$ cat config.mk
export PLATFORM = sky130hd
export DESIGN_NAME = id_ex_stage
export DESIGN_NICKNAME = d
export VERILOG_FILES = /design/src/rtl/cpu_pkg.sv /design/src/rtl/load_use_detect.sv /design/src/rtl/id_ex_stage.sv
export SDC_FILE = /design/constraint.sdc
export NUM_CORES = 1
export LEC_CHECK = 0
export CORE_AREA = 2 2 139 141
export CTS_CLUSTER_DIAMETER = 30
export DETAILED_ROUTE_END_ITERATION = 12
export DIE_AREA = 0 0 141 143
export PLACE_DENSITY = 0.7
export SYNTH_ARGS = -nofsm -noshare
export SYNTH_HDL_FRONTEND = slang
export SYNTH_SLANG_ARGS = --single-unit
$ cat constraint.sdc
create_clock -name clk -period 3.4 [get_ports clk]
set_input_delay 0.85 -clock clk [delete_from_list [all_inputs] [get_ports clk]]
set_output_delay 0.85 -clock clk [all_outputs]
set_load 0.005 [all_outputs]
$ cat src/rtl/cpu_pkg.sv
// Shared CPU pipeline definitions: datapath width, register address width and control bit map.
`default_nettype none

package cpu_pkg;
  localparam int XLEN           = 32;
  localparam int REG_AW         = 5;
  localparam int CTRL_W         = 8;
  localparam int CTRL_REG_WRITE = 0;
  localparam int CTRL_MEM_READ  = 1;
  localparam int CTRL_MEM_WRITE = 2;
endpackage

`default_nettype wire

$ cat src/rtl/load_use_detect.sv
// Load-use hazard detector: a load in EX whose destination is read by the instruction in ID.
`default_nettype none

module load_use_detect
  import cpu_pkg::*;
(
  input  logic              i_ex_valid,
  input  logic              i_ex_mem_read,
  input  logic [REG_AW-1:0] i_ex_rd,
  input  logic              i_id_valid,
  input  logic [REG_AW-1:0] i_id_rs1,
  input  logic [REG_AW-1:0] i_id_rs2,
  output logic              o_hazard
);

  // x0 is hardwired to zero, so a load targeting it never creates a dependency.
  assign o_hazard = i_ex_valid & i_ex_mem_read & (i_ex_rd != '0) & i_id_valid &
                    ((i_ex_rd == i_id_rs1) | (i_ex_rd == i_id_rs2));

endmodule

`default_nettype wire

$ cat src/rtl/id_ex_stage.sv
// ID/EX pipeline register with load-use bubble insertion, backpressure, flush and bubble counter.
// Optional macro ID_EX_WB_BYPASS_EN forwards same-cycle writeback data into the captured operands.
`default_nettype none

module id_ex_stage
  import cpu_pkg::*;
#(
  parameter int XLEN   = cpu_pkg::XLEN,
  parameter int CTRL_W = cpu_pkg::CTRL_W,
  parameter int CNT_W  = 16
) (
  input  logic              clk,
  input  logic              rst_n,
  input  logic              i_id_valid,
  input  logic [XLEN-1:0]   i_id_pc,
  input  logic [REG_AW-1:0] i_id_rs1,
  input  logic [REG_AW-1:0] i_id_rs2,
  input  logic [REG_AW-1:0] i_id_rd,
  input  logic [XLEN-1:0]   i_id_data_a,
  input  logic [XLEN-1:0]   i_id_data_b,
  input  logic [XLEN-1:0]   i_id_imm,
  input  logic [CTRL_W-1:0] i_id_ctrl,
  input  logic              i_ex_ready,
  input  logic              i_flush_in,
  input  logic              i_wb_we,
  input  logic [REG_AW-1:0] i_wb_rd,
  input  logic [XLEN-1:0]   i_wb_data,
  output logic              o_ex_valid,
  output logic [XLEN-1:0]   o_ex_pc,
  output logic [XLEN-1:0]   o_ex_imm,
  output logic [XLEN-1:0]   o_ex_data_a,
  output logic [XLEN-1:0]   o_ex_data_b,
  output logic [REG_AW-1:0] o_ex_rs1,
  output logic [REG_AW-1:0] o_ex_rs2,
  output logic [REG_AW-1:0] o_ex_rd,
  output logic [CTRL_W-1:0] o_ex_ctrl,
  output logic              o_stall_id,
  output logic [CNT_W-1:0]  o_bubble_count
);

  logic              r_ex_valid;
  logic [XLEN-1:0]   r_ex_pc;
  logic [XLEN-1:0]   r_ex_imm;
  logic [XLEN-1:0]   r_ex_data_a;
  logic [XLEN-1:0]   r_ex_data_b;
  logic [REG_AW-1:0] r_ex_rs1;
  logic [REG_AW-1:0] r_ex_rs2;
  logic [REG_AW-1:0] r_ex_rd;
  logic [CTRL_W-1:0] r_ex_ctrl;
  logic              r_flush_pending;
  logic [CNT_W-1:0]  r_bubble_count;

  logic              w_hazard;
  logic              w_eff_flush;
  logic [XLEN-1:0]   w_op_a;
  logic [XLEN-1:0]   w_op_b;

  load_use_detect u_load_use_detect (
    .i_ex_valid    (r_ex_valid),
    .i_ex_mem_read (r_ex_ctrl[CTRL_MEM_READ]),
    .i_ex_rd       (r_ex_rd),
    .i_id_valid    (i_id_valid),
    .i_id_rs1      (i_id_rs1),
    .i_id_rs2      (i_id_rs2),
    .o_hazard      (w_hazard)
  );

  assign o_stall_id  = w_hazard | ~i_ex_ready;
  assign w_eff_flush = i_flush_in | r_flush_pending;

`ifdef ID_EX_WB_BYPASS_EN
  // Register file writes on the rising edge, so its read port still shows the old value this cycle.
  assign w_op_a = (i_wb_we && (i_wb_rd != '0) && (i_wb_rd == i_id_rs1)) ? i_wb_data : i_id_data_a;
  assign w_op_b = (i_wb_we && (i_wb_rd != '0) && (i_wb_rd == i_id_rs2)) ? i_wb_data : i_id_data_b;
`else
  assign w_op_a = i_id_data_a;
  assign w_op_b = i_id_data_b;
`endif

  always_ff @(posedge clk or negedge rst_n) begin
    if (!rst_n) begin
      r_ex_valid      <= 1'b0;
      r_ex_pc         <= '0;
      r_ex_imm        <= '0;
      r_ex_data_a     <= '0;
      r_ex_data_b     <= '0;
      r_ex_rs1        <= '0;
      r_ex_rs2        <= '0;
      r_ex_rd         <= '0;
      r_ex_ctrl       <= '0;
      r_flush_pending <= 1'b0;
      r_bubble_count  <= '0;
    end else if (!i_ex_ready) begin
      // A flush arriving while EX is stalled must still squash the slot once EX frees up.
      if (i_flush_in) r_flush_pending <= 1'b1;
    end else begin
      r_flush_pending <= 1'b0;
      if (w_eff_flush || w_hazard) begin
        r_ex_valid  <= 1'b0;
        r_ex_pc     <= '0;
        r_ex_imm    <= '0;
        r_ex_data_a <= '0;
        r_ex_data_b <= '0;
        r_ex_rs1    <= '0;
        r_ex_rs2    <= '0;
        r_ex_rd     <= '0;
        r_ex_ctrl   <= '0;
        if (!w_eff_flush && (r_bubble_count != {CNT_W{1'b1}}))
          r_bubble_count <= r_bubble_count + 1'b1;
      end else begin
        r_ex_valid  <= i_id_valid;
        r_ex_pc     <= i_id_pc;
        r_ex_imm    <= i_id_imm;
        r_ex_data_a <= w_op_a;
        r_ex_data_b <= w_op_b;
        r_ex_rs1    <= i_id_rs1;
        r_ex_rs2    <= i_id_rs2;
        r_ex_rd     <= i_id_rd;
        r_ex_ctrl   <= i_id_valid ? i_id_ctrl : '0;
      end
    end
  end

  assign o_ex_valid     = r_ex_valid;
  assign o_ex_pc        = r_ex_pc;
  assign o_ex_imm       = r_ex_imm;
  assign o_ex_data_a    = r_ex_data_a;
  assign o_ex_data_b    = r_ex_data_b;
  assign o_ex_rs1       = r_ex_rs1;
  assign o_ex_rs2       = r_ex_rs2;
  assign o_ex_rd        = r_ex_rd;
  assign o_ex_ctrl      = r_ex_ctrl;
  assign o_bubble_count = r_bubble_count;

endmodule

`default_nettype wire

==> flow_summary.rst <==
.. list-table::
   :header-rows: 1

   * - Metric
     - Value
   * - Worst setup slack after placement
     - between 0.03 and 0.04 ns
   * - Top Ports
     - roughly 360
   * - DP Wirelength
     - roughly 14 mm
   * - Post-layout net count
     - between 900 and 1000
   * - Largest net degree at the start of global routing
     - 84
   * - Leakage dissipation
     - 4.57 nW
   * - Number of setup violations in the final report
     - 0
   * - Final period utilization
     - around 100%
   * - R2r setup slk
     - a little under 0.6 ns
   * - Max-cap violations
     - 0
   * - Critical Path Stages
     - 7
   * - Synthesized flop and latch total
     - 169
   * - Port Buffer Count
     - between 300 and 400
   * - Area inside the core boundary
     - around 0.019 mm^2
   * - Aggregate global-route resource usage
     - around a fifth
   * - Synthesis-to-layout area growth
     - 65.2%
   * - Final estimated routing congestion in global placement
     - 0.827
   * - Antenna Cells
     - 0
   * - Number of nets produced by synthesis
     - 635
   * - Chip Height
     - 143 um
   * - Hold WS
     - roughly 0.25 ns
   * - Remaining antenna violation count
     - 0
   * - Final wirelength
     - between 15 and 20 mm
   * - Synth Cell Area
     - 0.00632 mm^2
   * - CP Launch Type
     - input port
   * - Crit path cell chain
     - clkdlybuf4s50_1 > xnor2_2 > nand3_1 > o22ai_2 > nand2_1 > nand2_1 > clkdlybuf4s50_1
   * - Required time worst endpoint
     - 2.55 ns
   * - Number of instances in the synthesized netlist
     - 440
   * - Cell area after layout
     - about 0.010 mm^2
   * - Inserted Clock Buffers
     - 17
   * - CP top delay family
     - buffers and inverters
   * - Vias in the first global route
     - about 5500
   * - Arrival @ worst endpoint
     - about 2.5 ns
   * - CP bufs+invs
     - 2
   * - Startpoint of the worst-slack reg-to-reg timing path
     - o_ex_rd[0]
   * - Residual DRC
     - 0
   * - Number of pins with negative max-slew slack in the final report
     - 0
   * - Die area
     - about 0.020 mm^2
   * - Result of the run
     - completed
   * - Critical path's slowest cell
     - clkdlybuf4s50_1
   * - WL/cell
     - between 15 and 20 um
   * - Most frequently used flop master after synthesis
     - dfrtp_1
   * - Clock insertion delay at the later pin of the skew report
     - 0.42 ns
   * - Clock H-tree levels
     - 4
   * - # clock sinks
     - approximately 170
   * - Number of vias in the routed layout
     - slightly above 5000
   * - Clock tree from TritonCTS
     - built
   * - Standard-cell row count
     - 50
   * - Routed vias/inst
     - just over 5
   * - Sequential share of the synthesized area
     - 66.9%
   * - Number of buffers inserted for hold repair after clock tree synthesis
     - 0
   * - Fin crit period
     - approximately 3.4 ns
   * - Die Wd
     - approximately 140 um
   * - Cell types occupying the most area after synthesis
     - dfrtp_1, a22o_1, xnor2_1
   * - Post-CTS Repair Setup Buffers
     - 0
   * - Worst setup startpoint
     - i_id_rs1[4]
   * - Number of endpoints with negative hold slack in the final report
     - 0
   * - Depth of the most critical reg-to-reg path
     - 6
   * - Biggest area consumer among synthesized cells
     - dfrtp_1
   * - Total power consumption of the routed design
     - 4.98 mW
   * - Min setup slack post-route
     - about 0.0050 ns
   * - Distinct cells, synth
     - 25
   * - Detailed-router iteration count before antenna repair
     - 4
   * - Maximum frequency from static timing analysis
     - just under 300 MHz
   * - Placed cell area
     - slightly below 0.01 mm^2
   * - Clock-pin slew on the worst setup and hold paths
     - 0.07 ns
   * - CTS max path bufs
     - 2
   * - Proportion of register bits with asynchronous set or reset after synthesis
     - 100%
   * - Initial standard-cell utilization of the core
     - 34.0%
   * - Cell with the most instances after synthesis
     - dfrtp_1
   * - Setup clock skew after layout
     - roughly 0.0087 ns
   * - Crit Path Category
     - input port to primary output
   * - Power density cells
     - 477 mW/mm^2
   * - Mean cell area of the mapped netlist
     - around 14 um^2
   * - Worst relative slew slack
     - a little over a third
   * - Number of antenna violations at the first check in global routing
     - 0
   * - Share of final-layout standard cells stronger than drive strength 1
     - roughly 6%
   * - Leftover overflow at the end of global routing
     - 0
   * - Slowest Stage Delay on Critical Path
     - 0.56 ns
   * - Commonest cells in the netlist
     - dfrtp_1, a22o_1, xnor2_1
   * - Hold/Removal Path Class
     - input port to asynchronous set/reset pin
   * - Wire length of the first global-routing pass
     - ~30 mm
   * - Worst-path fanout max
     - 2
   * - Root buffer cell
     - clkbuf_16
   * - Critical Path Sink Type
     - primary output
   * - Area fraction of the dominant cell type after synthesis
     - 66.9%
   * - DR iter-0 viols
     - 279
   * - IR Drop Worst-Case VDD
     - about 0.0003 V
   * - EDFF count, synth
     - 0
   * - FF-to-FF End
     - o_ex_data_b[3]
   * - Count of warnings emitted by yosys
     - 0
   * - Actual slew at the worst max-slew pin
     - 0.948 ns
final cells by class:
type | instances | area, um^2
multi-input cells | 233 | 1910
repair buffers | 334 | 3380
well taps | 234 | 293
flip-flops and latches | 169 | 4230
clock inverters | 10 | 143
inverters | 1 | 6.26
clock buffers | 21 | 470
fillers | 1507 | 8140
worst reg2reg max path, stage by stage, from the launching register on:
cell and delay, ns:
dfrtp_1 0.44, or4_1 0.56, o21a_1 0.20, buf_4 0.17, a21oi_4 0.75, buf_12 0.39, a22o_1 0.24
what timing repair did:
action,4_1_cts,5_1_grt
hold endpoints to repair,0,0
gates resized for setup,0,3
setup endpoints to repair,0,1
placed cells by master (no fill, tap or decap), types with 3 or more instances in the layout:
master and count:
and4_1 4, dfrtp_1 169, bufinv_16 3, and3_1 9
nand4_1 9, a22o_1 144, buf_4 5, nor2_1 4
clkdlybuf4s50_1 322, buf_12 5, nand2_1 8, clkbuf_16 17
clkbuf_8 3, nand3_1 10, a32o_1 8, xnor2_1 24
clkinv_4 3
layer usage:
metal  part of all wire (%)  global-route usage [%]  vias to the layer above
li1                       -                       -                     2315
met1                     40                    23.2                     2583
met2                     50                    31.6                      237
met3                    8.0                    6.81                       35
met4                    2.1                    6.95                        0
met5                      0                       0                        -
flip-flops by register name, summed over array words and instances (netlist names):
name	flops
o_bubble_count	16
o_ex_data_b	32
o_ex_data_a	32
o_ex_ctrl	8
o_ex_valid	1
o_ex_rd	5
o_ex_rs1	5
o_ex_imm	32
o_ex_rs2	5
o_ex_pc	32
r_flush_pending	1
worst max-delay path by stage:
stage                             to  slack, ns
final                     o_stall_id      0.005
after global routing      o_stall_id      -0.04
after CTS                 o_stall_id       0.03
after detailed placement  o_stall_id       0.03
after global placement    o_stall_id     0.0005
after floorplan           o_stall_id       0.57
through the flow:
step | utilization [%] | instances | TNS (ns)
global route | 56.2 | 1002 | -0.0359
detailed placement | 52.8 | 971 | 0
CTS | 56.1 | 1002 | 0
global placement | 52.8 | 971 | 0
floorplan | - | 440 | 0
finish | 56.2 | 1002 | 0
report_power, final:
| part | switching [mW] | internal (mW) | leakage (nW) |
|---|---|---|---|
| clock network | 0.790 | 1.21 | 0.299 |
| logic | 0.259 | 0.488 | 2.01 |
| registers | 0.0863 | 2.14 | 2.26 |
cell families (layout without fill, tap and decap cells):
group           after synthesis  in the layout  share of synthesized area [%]
xor+xnor                     25             25                           3.46
compound gates              157            157                           21.9
simple gates                 49             49                           4.36
mux                           1              1                          0.178
buf+inv                      38            366                           3.01
flops                       169            169                           66.9
fa+ha+maj                     1              1                          0.198
(Power assumes the default switching activity.)
